[config.mk]
export PLATFORM = sky130hd
export DESIGN_NAME = di2key_pulser
export DESIGN_NICKNAME = d
export VERILOG_FILES = /design/src/rtl/di2key_pulser.sv
export SDC_FILE = /design/constraint.sdc
export NUM_CORES = 1
export LEC_CHECK = 0
export ABC_AREA = 1
export BUFFER_PORTS_ARGS = -buffer_cell sky130_fd_sc_hd__buf_2
export CAP_MARGIN = 20
export CORE_ASPECT_RATIO = 0.6
export CORE_MARGIN = 2
export CORE_UTILIZATION = 26
export DETAILED_ROUTE_END_ITERATION = 10
export GPL_TIMING_DRIVEN = 1
export SKIP_LAST_GASP = 1
export SLEW_MARGIN = 0
export SYNTH_ARGS = -nofsm -noshare
export SYNTH_HDL_FRONTEND = slang
export SYNTH_SLANG_ARGS = --single-unit
[constraint.sdc]
create_clock -name clk -period 1.4 [get_ports clk]
set_input_delay 0.21 -clock clk [delete_from_list [all_inputs] [get_ports clk]]
set_output_delay 0.21 -clock clk [all_outputs]
set_load 0.005 [all_outputs]
[src/rtl/di2key_pulser.sv]
// Replays a 2-bit key index as a timed one-hot press on a 4-bit keys bus:
// HOLD_CYCLES of one-hot keys, then GAP_CYCLES of keys=0, then a one-cycle done pulse.
module di2key_pulser #(
  parameter int HOLD_CYCLES = 4,
  parameter int GAP_CYCLES  = 2
) (
  input  logic       clk,
  input  logic       rst,
  input  logic       di_valid,
  input  logic [1:0] di,
  output logic       di_ready,
  input  logic       cancel,
  output logic [3:0] keys,
  output logic       busy,
  output logic       done,
  output logic [1:0] dbg_state
);

  localparam int MAX_CYCLES = (HOLD_CYCLES > GAP_CYCLES) ? HOLD_CYCLES : GAP_CYCLES;
  localparam int CNT_W      = $clog2(MAX_CYCLES + 1);

  typedef enum logic [1:0] {
    IDLE    = 2'd0,
    PRESS   = 2'd1,
    RELEASE = 2'd2
  } state_t;

  state_t           state, state_n;
  logic [CNT_W-1:0] cnt, cnt_n;
  logic [3:0]       keys_n;
  logic             done_n;

  // Handshake: a command transfers on a rising edge where di_valid && di_ready;
  // di_ready is high exactly in IDLE, and di is sampled only on that edge.
  always_comb begin
    state_n = state;
    cnt_n   = cnt;
    keys_n  = keys;
    done_n  = 1'b0;
    case (state)
      IDLE: begin
        keys_n = 4'b0000;
        if (di_valid) begin
          state_n = PRESS;
          cnt_n   = '0;
          keys_n  = 4'b0001 << di;
        end
      end
      PRESS: begin
        // Cancel on the final hold cycle lands in the same place as the natural exit.
        if (cancel || (cnt == CNT_W'(HOLD_CYCLES - 1))) begin
          state_n = RELEASE;
          cnt_n   = '0;
          keys_n  = 4'b0000;
        end else begin
          cnt_n = cnt + CNT_W'(1);
        end
      end
      RELEASE: begin
        keys_n = 4'b0000;
        if (cnt == CNT_W'(GAP_CYCLES - 1)) begin
          state_n = IDLE;
          cnt_n   = '0;
          done_n  = 1'b1;
        end else begin
          cnt_n = cnt + CNT_W'(1);
        end
      end
      default: begin
        state_n = IDLE;
        cnt_n   = '0;
        keys_n  = 4'b0000;
      end
    endcase
  end

  always_ff @(posedge clk) begin
    if (rst) begin
      state <= IDLE;
      cnt   <= '0;
      keys  <= 4'b0000;
      done  <= 1'b0;
    end else begin
      state <= state_n;
      cnt   <= cnt_n;
      keys  <= keys_n;
      done  <= done_n;
    end
  end

  assign di_ready  = (state == IDLE);
  assign busy      = (state != IDLE);
  assign dbg_state = state;

endmodule

==> impl_metrics.env <==
export IMPL_clkLatencyLatePin_ps=260
export IMPL_die_area_um2=2560
export IMPL_post_cts_buffers=0
export IMPL_routedWlPerCell_um=11.0
export IMPL_cp_data_arrival_time_ps=1540
export IMPL_p_sw_w=0.000559
export IMPL_boundaryPins=15
export IMPL_core_area_um2=1940
export IMPL_avgSynthCellArea_um2=7.70
export IMPL_crit_chain="ha_1, ha_1, nor2_4, nand2_4, nand2_4, nand3_1, a21oi_2"
export IMPL_fin_setup_tns_ps=0
export IMPL_layout_drive_gt1_share_pct=36.3
export IMPL_slowest_stage="dfxtp_2"
export IMPL_drv_cap=0
export IMPL_synth_cell_type_count=15
export IMPL_power_leakage_nw=0.362
export IMPL_finalInstanceArea_um2=729
export IMPL_path_clk_slew_ps=60
export IMPL_setup_violations=0
export IMPL_num_vias=518
export IMPL_ys_seq_area_share_pct=35.6
export IMPL_globalplace_congestion=0.702
export IMPL_synth_cells=73
export IMPL_cts_hold_buf=0
export IMPL_drt_iter0_markers=40
export IMPL_fp_dieW_um=64.0
export IMPL_netSwitchingFraction_pct=43.5
export IMPL_nFillCells=205
export IMPL_grt_pass1_wl_um=1950
export IMPL_std_cell_rows=12
export IMPL_hpwl_um=988
export IMPL_wl_um=1310
export IMPL_worst_slew_pin_slew_ps=229
export IMPL_clockBufferDepth=2
export IMPL_grt_start_max_net_pins=10
export IMPL_finalMaxSlewViolations=0
export IMPL_antenna_left=0
export IMPL_holdPathStages=2
export IMPL_use_met3_pct=6.46
export IMPL_startpoint_type="flip-flop"
export IMPL_slowest_delay_ps=330
export IMPL_power_internal_w=0.000724
export IMPL_grtUsageMet1_pct=10.6
export IMPL_min_period_ps=1340
export IMPL_antenna_found_initial=0
export IMPL_yosys_warnings=0
export IMPL_grt_ovfl_total=0
export IMPL_critPathMaxFanout=5
export IMPL_power_frac_clock_pct=15.3
export IMPL_placedCellCount=115
export IMPL_dpl_cell_area_um2=667
export IMPL_layout_nets=106
export IMPL_route_detailed_drc=0
export IMPL_pwr_share_seq_pct=29.4
export IMPL_critical_path_endpoint_type="flip-flop"
export IMPL_cts_sinks=10
export IMPL_maxSlewHeadroom_pct=84.7
export IMPL_min_delay_path_class="primary input to flip-flop"
export IMPL_syn_to_final_growth_pct=29.8
export IMPL_critPathKind="flip-flop to flip-flop"
export IMPL_status="finished clean"
export IMPL_grt_busiest_layer="met2"
export IMPL_fmax_mhz=746
export IMPL_io_buffers=14
export IMPL_first_global_vias=458
export IMPL_clock_skew_ps=2.40
export IMPL_hold_viol_final=0
export IMPL_synth_nets=86
export IMPL_total_power_w=0.00128
export IMPL_use_met2_pct=20.3
export IMPL_r2r_cells=7
export IMPL_power_density_nw_per_um2=1760
export IMPL_irDropWorstVdd_mv=0.585
export IMPL_cts_tree="yes"
export IMPL_numCtsBuffers=3
export IMPL_die_y_um=40.0
export IMPL_viasPerCell=4.35
export IMPL_pwr_share_comb_pct=55.2
export IMPL_cts_root_buf="clkbuf_4"
export IMPL_grt_use_total_pct=10.8
export IMPL_synth_area_um2=562
export IMPL_yosys_register_bits=10
export IMPL_diodes=0
export IMPL_crit_required_ps=1600
export IMPL_final_instance_count_excl_fill=119
export IMPL_start_util_pct=29.0
export IMPL_h_tree_depth=1
export IMPL_finalCritPeriodShare_pct=95.8
export IMPL_dr_pass1_iters=4
==> cell families after synthesis <==
group	share of synthesized area (%)
buf+inv	10.0
simple gates	29.8
compound gates	8.91
flops	35.6
fa+ha+maj	15.6
==> routing by layer <==
layer	part of all wire (%)	vias to the layer above
met2	50	17
met4	0.46	0
met1	41	235
li1	-	264
met5	0	-
met3	8.3	2
==> power groups by stage <==
stage                     clock network, W  registers (W)  logic (W)
after floorplan                          0       0.000380   0.000426
after global placement                   0       0.000379   0.000602
after detailed placement                 0       0.000380   0.000606
after CTS                         0.000204       0.000374   0.000618
after global routing              0.000223       0.000384   0.000799
final                             0.000196       0.000378   0.000709
==> stage by stage <==
stage | setup slack (ps) | hold WS (ps) | utilization [%]
after floorplan | 174 | 279 | -
after global routing | -13.6 | 176 | 37.7
after global placement | 125 | 445 | 34.4
final | 59.1 | 180 | 37.7
after CTS | 31.6 | 172 | 35.7
after detailed placement | 56.8 | 454 | 34.4
==> state kept, by name, summed over array words and instances (netlist names) <==
signal and flops:
keys 4, cnt 3, done 1, dbg_state 2
==> cells in the mapped netlist <==
| master | count | area share [%] |
|---|---|---|
| nand2_1 | 13 | 8.7 |
| inv_1 | 11 | 7.3 |
| dfxtp_1 | 10 | 36 |
| a21oi_1 | 7 | 6.2 |
| ha_1 | 7 | 16 |
| nor2_1 | 5 | 3.3 |
| nand3_1 | 4 | 3.6 |
| inv_2 | 3 | 2.0 |
| nor2_4 | 3 | 6.0 |
| o21ai_0 | 3 | 2.7 |
| nand2_2 | 2 | 2.2 |
| nand4_1 | 2 | 2.2 |
| clkinv_1 | 1 | 0.67 |
| nand2_4 | 1 | 2.0 |
| nand3_2 | 1 | 1.8 |
==> cell usage in the layout (no fill, tap or decap), drive strengths merged <==
cell type / instances
inv: 14
nand3: 5
clkbuf: 3
dfxtp: 10
clkinv: 1
nand2: 17
o21ai: 3
nor2: 8
nand4: 2
a21oi: 7
buf: 14
ha: 7
==> final cells by class <==
type	count	area, um2	area share (%)
clock buffer	3	22.5	3.09
inverter	15	56.3	7.72
multi-input combinational	49	344	47.2
sequential	10	201	27.6
tap	28	35.0	4.80
timing repair buffer	14	70.1	9.61
==> critical path: cells and delay by family, from the launching register on <==
kind            cells  cell delay [ps]
fa+ha+maj           2              400
flops               1              330
compound gates      1              130
simple gates        4              410
==> path summary, 6_finish.rpt <==
check               start      end  slack [ps]
setup / recovery   cnt[0]   cnt[2]          60
setup reg to reg   cnt[0]   cnt[2]          60
hold / removal        rst   cnt[2]         180
hold reg to reg   keys[1]  keys[1]         460
==> timing repair <==
item	in CTS	in global routing
endpoints found under the setup margin	1	4
gates cloned	0	1
gates resized for setup	1	7
pin swaps	0	1
Power figures use the tool's default switching activity.
